--- src/rtl/fpmult_pkg.sv ---
// Shared constants, FSM state type and exception-vector layout for the
// sequential FP32 mantissa multiplier.
package fpmult_pkg;

    localparam int MANT_W = 24;
    localparam int PROD_W = 48;
    localparam int EXP_W  = 8;
    localparam int EXC_W  = 5;

    // input_exc = {any, ANaN, BNaN, AInf, BInf}
    localparam int EXC_ANY  = 4;
    localparam int EXC_ANAN = 3;
    localparam int EXC_BNAN = 2;
    localparam int EXC_AINF = 1;
    localparam int EXC_BINF = 0;

    typedef enum logic [1:0] {
        ST_IDLE = 2'd0,
        ST_ITER = 2'd1,
        ST_DONE = 2'd2
    } state_e;

    function automatic logic [EXC_W-1:0] exc_vec(input logic [31:0] x, input logic [31:0] y);
        logic x_emax, y_emax, x_mz, y_mz;
        logic [EXC_W-1:0] v;
        x_emax = &x[30:23];
        y_emax = &y[30:23];
        x_mz   = (x[22:0] == 23'd0);
        y_mz   = (y[22:0] == 23'd0);
        v = '0;
        v[EXC_ANAN] = x_emax & ~x_mz;
        v[EXC_BNAN] = y_emax & ~y_mz;
        v[EXC_AINF] = x_emax & x_mz;
        v[EXC_BINF] = y_emax & y_mz;
        v[EXC_ANY]  = |v[EXC_ANAN:EXC_BINF];
        return v;
    endfunction

endpackage

--- src/rtl/fpmult_pp_slice.sv ---
// Combinational 24 x SLICE_W unsigned partial product; a drop-in point for
// a DSP multiplier primitive.
module fpmult_pp_slice
    import fpmult_pkg::*;
#(
    parameter int SLICE_W = 6
) (
    input  logic [MANT_W-1:0]         a,
    input  logic [SLICE_W-1:0]        b,
    output logic [MANT_W+SLICE_W-1:0] p
);

    assign p = {{SLICE_W{1'b0}}, a} * {{MANT_W{1'b0}}, b};

endmodule

--- src/rtl/fpmult_mant_seq.sv ---
// Iterative FP32 mantissa multiplier: one SLICE_W-wide slice of mb per cycle,
// LSB first, shift-accumulated into a 48-bit product.
module fpmult_mant_seq
    import fpmult_pkg::*;
#(
    parameter int SLICE_W    = 6,
    parameter int NUM_SLICES = 4
) (
    input  logic              clk,
    input  logic              rst,
    input  logic              in_valid,
    output logic              in_ready,
    input  logic [31:0]       a,
    input  logic [31:0]       b,
    input  logic              flush,
    output logic              out_valid,
    input  logic              out_ready,
    output logic              sa,
    output logic              sb,
    output logic [EXP_W-1:0]  ea,
    output logic [EXP_W-1:0]  eb,
    output logic [PROD_W-1:0] mp,
    output logic [EXC_W-1:0]  input_exc,
    output logic              busy
);

    localparam int KW  = (NUM_SLICES > 1) ? $clog2(NUM_SLICES) : 1;
    localparam int SHW = $clog2(PROD_W) + 1;
    localparam int PPW = MANT_W + SLICE_W;

    if (SLICE_W * NUM_SLICES != MANT_W) begin : g_bad_param
        $error("SLICE_W*NUM_SLICES must equal 24");
    end

    state_e             state_q, state_d;
    logic [KW-1:0]      k_q, k_d;
    logic [PROD_W-1:0]  acc_q, acc_d;
    logic [MANT_W-1:0]  ma_q, ma_d, mb_q, mb_d;
    logic               sa_q, sa_d, sb_q, sb_d;
    logic [EXP_W-1:0]   ea_q, ea_d, eb_q, eb_d;
    logic [EXC_W-1:0]   exc_q, exc_d;

    logic [SHW-1:0]     shamt;
    logic [SLICE_W-1:0] mb_slice;
    logic [PPW-1:0]     pp;

    assign shamt    = SHW'(k_q) * SHW'(SLICE_W);
    assign mb_slice = mb_q[shamt +: SLICE_W];

    fpmult_pp_slice #(.SLICE_W(SLICE_W)) u_pp (
        .a (ma_q),
        .b (mb_slice),
        .p (pp)
    );

    always_comb begin
        state_d = state_q;
        k_d     = k_q;
        acc_d   = acc_q;
        ma_d    = ma_q;
        mb_d    = mb_q;
        sa_d    = sa_q;
        sb_d    = sb_q;
        ea_d    = ea_q;
        eb_d    = eb_q;
        exc_d   = exc_q;

        unique case (state_q)
            ST_IDLE: begin
                if (in_valid) begin
                    state_d = ST_ITER;
                    k_d     = '0;
                    acc_d   = '0;
                    // hidden bit is zero for zero/denormal operands
                    ma_d    = {|a[30:23], a[22:0]};
                    mb_d    = {|b[30:23], b[22:0]};
                    sa_d    = a[31];
                    sb_d    = b[31];
                    ea_d    = a[30:23];
                    eb_d    = b[30:23];
                    exc_d   = exc_vec(a, b);
                end
            end
            ST_ITER: begin
                acc_d = acc_q + (PROD_W'(pp) << shamt);
                k_d   = k_q + KW'(1);
                if (k_q == KW'(NUM_SLICES - 1)) begin
                    state_d = ST_DONE;
                end
                if (flush) begin
                    state_d = ST_IDLE;
                end
            end
            ST_DONE: begin
                if (flush || out_ready) begin
                    state_d = ST_IDLE;
                end
            end
            default: state_d = ST_IDLE;
        endcase
    end

    always_ff @(posedge clk) begin
        if (rst) begin
            state_q <= ST_IDLE;
            k_q     <= '0;
            acc_q   <= '0;
            ma_q    <= '0;
            mb_q    <= '0;
            sa_q    <= 1'b0;
            sb_q    <= 1'b0;
            ea_q    <= '0;
            eb_q    <= '0;
            exc_q   <= '0;
        end else begin
            state_q <= state_d;
            k_q     <= k_d;
            acc_q   <= acc_d;
            ma_q    <= ma_d;
            mb_q    <= mb_d;
            sa_q    <= sa_d;
            sb_q    <= sb_d;
            ea_q    <= ea_d;
            eb_q    <= eb_d;
            exc_q   <= exc_d;
        end
    end

    assign in_ready  = (state_q == ST_IDLE);
    assign out_valid = (state_q == ST_DONE);
    assign busy      = (state_q != ST_IDLE);
    assign mp        = acc_q;
    assign sa        = sa_q;
    assign sb        = sb_q;
    assign ea        = ea_q;
    assign eb        = eb_q;
    assign input_exc = exc_q;

endmodule
--- config.mk ---
export PLATFORM = sky130hd
export DESIGN_NAME = fpmult_mant_seq
export DESIGN_NICKNAME = d
export VERILOG_FILES = /design/src/rtl/fpmult_pkg.sv /design/src/rtl/fpmult_pp_slice.sv /design/src/rtl/fpmult_mant_seq.sv
export SDC_FILE = /design/constraint.sdc
export NUM_CORES = 1
export LEC_CHECK = 0
export CAP_MARGIN = 30
export CELL_PAD_IN_SITES_DETAIL_PLACEMENT = 0
export CELL_PAD_IN_SITES_GLOBAL_PLACEMENT = 1
export CORE_MARGIN = 4
export CORE_UTILIZATION = 39
export CTS_CLUSTER_SIZE = 25
export DETAILED_ROUTE_END_ITERATION = 16
export PLACE_DENSITY_LB_ADDON = 0.1
export SLEW_MARGIN = 20
export SYNTH_ARGS = -nofsm -noshare
export SYNTH_HDL_FRONTEND = slang
export SYNTH_SLANG_ARGS = --single-unit
--- constraint.sdc ---
create_clock -name clk -period 8.3 [get_ports clk]
set_clock_uncertainty 0.15 [all_clocks]
set_input_delay 0.83 -clock clk [delete_from_list [all_inputs] [get_ports clk]]
set_output_delay 0.83 -clock clk [all_outputs]
set_load 0.05 [all_outputs]
# After elaboration in Yosys (flattened, before gate mapping)
# Index checks and enable logic that the tools add are counted.
[totals] word_cells=51 reg_bits=123 out_inout_bits=74 input_bits=69
[classes] eq_ne=6 multipliers=2 n_addsub=2 shift=2 n_reduce_logical=14 muxes=9 bitwise_logic=6
[ops] operator="case mux 48 bit (2 select lines)" n=1
[ops] operator="adder 48 bit" n=1
[ops] operator="two-way mux 48 bit" n=1
[ops] operator="<< shifter 30 x 5 -> 48 bit" n=1
[ops] operator="logical NOT 23 bit" n=2
[ops] operator="multiplier 24 x 6 -> 30 bit" n=1
[ops] operator="variable part select 24 x 6 -> 6 bit" n=1
[ops] operator="AND reduction 8 bit" n=2
[ops] operator="OR reduction 8 bit" n=2
[ops] operator="two-way mux 2 bit" n=5
[ops] operator="case mux 2 bit (3 select lines)" n=1
[ops] operator="AND 1 bit" n=4
[ops] operator="equality test 2 bit (second input constant)" n=2
[ops] operator="multiplier 2 x 2 -> 4 bit (second input constant)" n=1
[ops] operator="case mux 2 bit (2 select lines)" n=1
[ops] operator="AND reduction 2 bit" n=2
[ops] operator="nonzero test 2 bit" n=2
[ops] operator="OR reduction 4 bit" n=1
[ops] operator="!= test 3 bit (second input constant)" n=1
[ops] operator="AND reduction 3 bit" n=1
[ops] operator="adder 2 x 1 -> 2 bit (second input constant)" n=1
[ops] operator="equality test 2 x 1 -> 1 bit (second input constant)" n=1
[ops] operator="logical NOT 2 bit" n=1
[ops] operator="!= test 2 x 1 -> 1 bit (second input constant)" n=1
[ops] operator="other kinds (3)" n=4

# Longest topological paths before layout
# Gate-level depths: netlist of run 1.
[logic_depth] depth_word=6 depth_mapped=35 depth_no_buf=32

# By module
# A second synthesis of run 1 with hierarchy kept.
[unflattened] hier_cells=1667 hier_area_um2=13095.1
[modules_own_cells] mod="fpmult_mant_seq" seq_area_each_um2=2462.4 area_per_inst_um2=8525.7 cells_per_inst=1115 n_inst=1
[modules_own_cells] mod="fpmult_pp_slice" seq_area_each_um2=0.0 area_per_inst_um2=4569.4 cells_per_inst=552 n_inst=1

# Worst setup path after synthesis of run 1
# No wires, ideal clock.
[synth_timing] path_kind="reg2reg" from="reg k_q[0]" to="reg acc_q[47], in the netlist mp[47]" required_time_ps=8026 t_arrival_ps=7921 stages_incl_launch_ff=34 n_path_buf=2 path_slack_ps=105 period_less_slack_ps=8195 cell_sequence="dfxtp_1 buf_1 mux4_2 clkbuf_1 and2_1 fa_1 fa_1 inv_1 fa_1 inv_1 ha_1 a21oi_2 o21bai_1 a221o_1 a21oi_4 a21oi_2 or2_1 a211o_1 mux4_2 o21ai_1 nand2_1 o21ai_1 ha_1 a21oi_1 o221ai_1 a221oi_1 nand4_1 o211ai_1 a21boi_1 o31ai_1 a211oi_1 nor3_1 nor4_1 nand3b_1"
[synth_via] elab_chain_len=6
[synth_rtl] item="start, declared" line="fpmult_mant_seq.sv:36" rtl="logic [KW-1:0] k_q, k_d;"
[synth_rtl] item="start signal, assigned" line="fpmult_mant_seq.sv:117" rtl="k_q <= k_d;"
[synth_rtl] item="multiplier 2 x 2 -> 4 bit (*)" line="fpmult_mant_seq.sv:47" rtl="assign shamt = SHW'(k_q) * SHW'(SLICE_W);"
[synth_rtl] item="variable part select 24 x 6 -> 6 bit" line="fpmult_mant_seq.sv:48" rtl="assign mb_slice = mb_q[shamt +: SLICE_W];"
[synth_rtl] item="multiplier 24 x 6 -> 30 bit" line="fpmult_pp_slice.sv:13" rtl="assign p = {{SLICE_W{1'b0}}, a} * {{MANT_W{1'b0}}, b};"
[synth_rtl] item="<< shifter 30 x 5 -> 48 bit (*)" line="fpmult_mant_seq.sv:85" rtl="acc_d = acc_q + (PROD_W'(pp) << shamt);"
[synth_rtl] item="adder 48 bit (*)" line="fpmult_mant_seq.sv:85"
[synth_rtl] item="case mux 48 bit (2 select lines) (*)" line="fpmult_mant_seq.sv:68" rtl="unique case (state_q)"
[synth_rtl] item="end signal, assigned" line="fpmult_mant_seq.sv:107" rtl="acc_q <= '0;"
[synth_rtl] item="end signal, assigned" line="fpmult_mant_seq.sv:118" rtl="acc_q <= acc_d;"
[synth_rtl] item="end, declared" line="fpmult_mant_seq.sv:37" rtl="logic [PROD_W-1:0] acc_q, acc_d;"
# Mark *: on every way between the ends. The rest lies on a longest branch, timed or not.
# A chain may end at the register's enable or synchronous reset.

# Worst setup path in the final report of run 1
# Same ends and word-level chain as after synthesis.

==> insert_results.sql, run 1 <==
INSERT INTO impl_metrics (metric_group, metric, value, unit) VALUES
('outcome', 'status', 'completed', ''),
('critical_path', 'max_stage_delay_cell_worst_path', 'sky130_fd_sc_hd__mux4_2', ''),
('floorplanning', 'start_util', '0.398', ''),
('global_routing', 'number_of_antenna_violations_at_the_first_check_in_global_routing', '0', ''),
('synthesis', 'synth-async-reset-ratio', '0', ''),
('clocking', 'clkSlewWorstSetupHoldPaths', '0.07', 'ns'),
('critical_path', 'setup_slack_of_the_worst_register_to_register_path', '0.09', 'ns'),
('drt', 'detail_route.iter0.violations', '689', ''),
('floorplanning', 'fp.dieW', '194', 'um'),
('critical_path', 'worstSetupPathType', 'flip-flop to flip-flop', ''),
('floorplanning', 'row_count', '67', ''),
('clocking', 'cts_tree', 'done', ''),
('clocking', 'cts.sink_count', '123', ''),
('synthesis', 'synth.ff_latch_count', '123', ''),
('clocking', 'clk_path_buf_depth', '2', ''),
('power', 'p_leak', '7.77', 'nW'),
('sta', 'report.final.setup_viol', '0', ''),
('layout', 'final_net_count', '2238', ''),
('floorplanning', 'die_height', '194', 'um'),
('clocking', 'holdBufCountCts', '0', ''),
('floorplanning', 'dieArea', '37500', 'um^2'),
('layout', 'area_growth_syn_to_layout', '30.6', '%'),
('sta', 'timing_max_transition_violations_final', '0', ''),
('sta', 'timing.final.hold_violations', '0', ''),
('critical_path', 'worstPathMaxFanout', '7', ''),
('drt', 'routed_via_density', '5.38', ''),
('global_routing', 'wire_length_of_the_first_global_routing_pass', '70.1', 'mm'),
('layout', 'layout_common_cells', 'sky130_fd_sc_hd__nand2_1, sky130_fd_sc_hd__a21oi_1, sky130_fd_sc_hd__buf_4, sky130_fd_sc_hd__inv_1, sky130_fd_sc_hd__clkdlybuf4s50_1', ''),
('drt', 'drc', '0', ''),
('sta', 'max_freq', '122', 'MHz'),
('clocking', 'clock-root-buffer', 'sky130_fd_sc_hd__clkbuf_16', ''),
('critical_path', 'critPathMostFrequentCell', 'sky130_fd_sc_hd__fa_1', ''),
('power', 'power.density', '118', 'nW/um^2'),
('global_routing', 'grt_max_degree', '90', ''),
('layout', 'diodes', '0', ''),
('sta', 'rsz0062_at_grt', 'true', ''),
('floorplanning', 'number_of_placed_i_o_pins', '143', ''),
('layout', 'post_route_cells_drive_above_1_share', '0.170', ''),
('synthesis', 'ys_warns', '0', ''),
('drt', 'final_antenna_net_count', '0', ''),
('synthesis', 'post_synth_design_cell_area', '13400', 'um^2'),
('placed_design', 'place.gp.congestion', '0.895', ''),
('power', 'power.total', '2.06', 'mW'),
('placed_design', 'pre_cts_ws', '-0.333', 'ns'),
('sta', 'period_needed', '8.21', 'ns'),
('drt', 'route.final.wire_length', '42.7', 'mm'),
('floorplanning', 'core', '33800', 'um^2'),
('critical_path', 'startpoint_class_of_the_critical_path', 'flip-flop', ''),
('global_routing', 'grt.total_usage', '0.225', ''),
('placed_design', 'detailed_place_hpwl', '33.3', 'mm'),
('synthesis', 'ys_dominant_reg_cell', 'sky130_fd_sc_hd__dfxtp_1', ''),
('critical_path', 'critPathMaxStageDelay', '0.60', 'ns'),
('critical_path', 'cp_data_arrival_time', '8.40', 'ns'),
('synthesis', 'syn_inst', '1745', ''),
('sta', 'max_slew_margin', '0.451', ''),
('placed_design', 'placedInstanceArea', '16200', 'um^2'),
('layout', 'finalInstanceArea', '17600', 'um^2'),
('layout', 'fill_cells', '3298', ''),
('synthesis', 'synth_nets', '1997', ''),
('global_routing', 'globalRoute.totalOverflow', '0', ''),
('layout', 'mostFrequentLayoutCell', 'sky130_fd_sc_hd__nand2_1', ''),
('critical_path', 'required_time_at_the_endpoint_of_the_critical_path', '8.49', 'ns'),
('worst_hold_path', 'timing.hold.worst.class', 'flip-flop to flip-flop', ''),
('synthesis', 'ys_types', '74', ''),
('sta', 'finalCritPeriodShare', '0.989', ''),
('placed_design', 'port_buffers', '142', ''),
('job', 'max_cap_violations', '0', ''),
('sta', 'worst_pin_slew', '0.822', 'ns'),
('synthesis', 'synth-edff-count', '0', ''),
('drt', 'detailed_routing_iteration_count_for_the_pre_antenna_repair_pass', '5', ''),
('drt', 'vias', '13200', ''),
('sta', 'fin_tns_setup', '0', 'ns'),
('power', 'vdd_ir_drop_max', '0.175', 'mV'),
('synthesis', 'postSynthAreaPerCell', '7.70', 'um^2'),
('clocking', 'maximum_level_of_the_cts_h_tree', '4', ''),
('sta', 'fin_hold_ws', '0.301', 'ns'),
('clocking', 'cts_made_buffers', '17', ''),
('clocking', 'clock_insertion_delay_worst_skew', '0.45', 'ns'),
('sta', 'layout_setup_ws', '0.0918', 'ns'),
('drt', 'wl_per_cell', '17.4', 'um'),
('critical_path', 'timing.critical_path.to_type', 'flip-flop', ''),
('synthesis', 'ys_seq_area_frac', '0.183', ''),
('global_routing', 'number_of_global_route_vias_before_repair', '13400', '');
report_power, final:
part           internal, mW  switching (mW)
registers             0.617          0.0285
clock network         0.416           0.330
logic                 0.291           0.381
total                  1.32           0.739
synth_stat cells, types with 22 or more instances:
cell type	instances	area, um^2
sky130_fd_sc_hd__a21o_1	35	263
sky130_fd_sc_hd__a21oi_1	178	891
sky130_fd_sc_hd__and2_1	146	913
sky130_fd_sc_hd__clkbuf_1	73	274
sky130_fd_sc_hd__dfxtp_1	123	2460
sky130_fd_sc_hd__fa_1	90	1800
sky130_fd_sc_hd__ha_1	93	1160
sky130_fd_sc_hd__inv_1	144	541
sky130_fd_sc_hd__mux2i_1	22	220
sky130_fd_sc_hd__nand2_1	259	972
sky130_fd_sc_hd__nand3_1	36	180
sky130_fd_sc_hd__nor2_1	89	334
sky130_fd_sc_hd__nor3_1	29	145
sky130_fd_sc_hd__o21ai_0	60	300
sky130_fd_sc_hd__xnor2_1	35	307
logic make-up after synthesis:
kind of cell    Yosys count  synth area share
compound gates          441             0.207
xor+xnor                 55            0.0358
fa+ha+maj               183             0.221
buf+inv                 234            0.0656
flops                   123             0.183
mux                      46            0.0474
simple gates            663             0.240
critical path: cells and delay by family (launching register included):
family	cells	cell delay, ns
AOI/OAI and AO/OA	16	3.12
adders and majority gates	5	2.05
muxes	2	1.09
buffers and inverters	5	0.64
and+or+nand+nor	4	0.49
DFF	1	0.41
xor gates and xnor gates	1	0.14
stage by stage:
step           instances  utilization
3_5_place_dp        2395        0.481
4_1_cts             2429        0.501
2_1_floorplan       1745            -
3_3_place_gp        2394        0.480
5_1_grt             2446        0.520
6_report            2446        0.520
flip-flops by register name, summed over array words and instances (netlist names):
name and cells:
state_q 2, ma_q 24, eb 8, input_exc 5
mp 48, k_q 2, sb 1, ea 8
mb_q 24, sa 1
layer usage:
metal / track usage / vias to the layer above / wire, um
met5: 0 / - / 0
met4: 0.0425 / 0 / 513
met3: 0.0594 / 35 / 2530
met2: 0.358 / 272 / 19100
met1: 0.313 / 6358 / 20500
li1: - / 6495 / -
what timing repair did:
| action | 4_1_cts | 5_1_grt |
|---|---|---|
| pin swaps | 9 | 63 |
| buffers inserted | 3 | 15 |
| resized for setup | 21 | 105 |
| cloned | 0 | 0 |
| setup endpoints to repair | 8 | 25 |
path summary, 6_finish.rpt:
path	to	start	depth (start not counted)
worst max-delay path	mp[47]$_SDFFE_PP0P_	k_q[0]$_SDFFE_PP0P_	33
worst min-delay path	eb[2]$_SDFFE_PP0P_	eb[2]$_SDFFE_PP0P_	2
worst max register to register	mp[47]$_SDFFE_PP0P_	k_q[0]$_SDFFE_PP0P_	33
worst min register to register	eb[2]$_SDFFE_PP0P_	eb[2]$_SDFFE_PP0P_	2
area by class of cell:
class / instances / area (um^2) / share of cell area
Clock inverter: 14 / 139 / 0.00791
Multi-Input combinational cell: 1388 / 10600 / 0.606
Clock buffer: 17 / 425 / 0.0242
Timing Repair Buffer: 311 / 2790 / 0.159
Sequential cell: 123 / 2470 / 0.141
Inverter: 145 / 544 / 0.0310
Tap cell: 448 / 561 / 0.0319
Power figures use the tool's default switching activity.
==> run 2: changes to the inputs <==
--- a/config.mk
+++ b/config.mk
@@ -12,6 +12,7 @@
 export CORE_UTILIZATION = 39
 export CTS_CLUSTER_SIZE = 25
 export DETAILED_ROUTE_END_ITERATION = 16
+export HOLD_SLACK_MARGIN = 0.1
 export PLACE_DENSITY_LB_ADDON = 0.1
 export SLEW_MARGIN = 20
 export SYNTH_ARGS = -nofsm -noshare
==> results of run 2 <==
No change in the layout: final DEF, timing and power equal those of run 1.
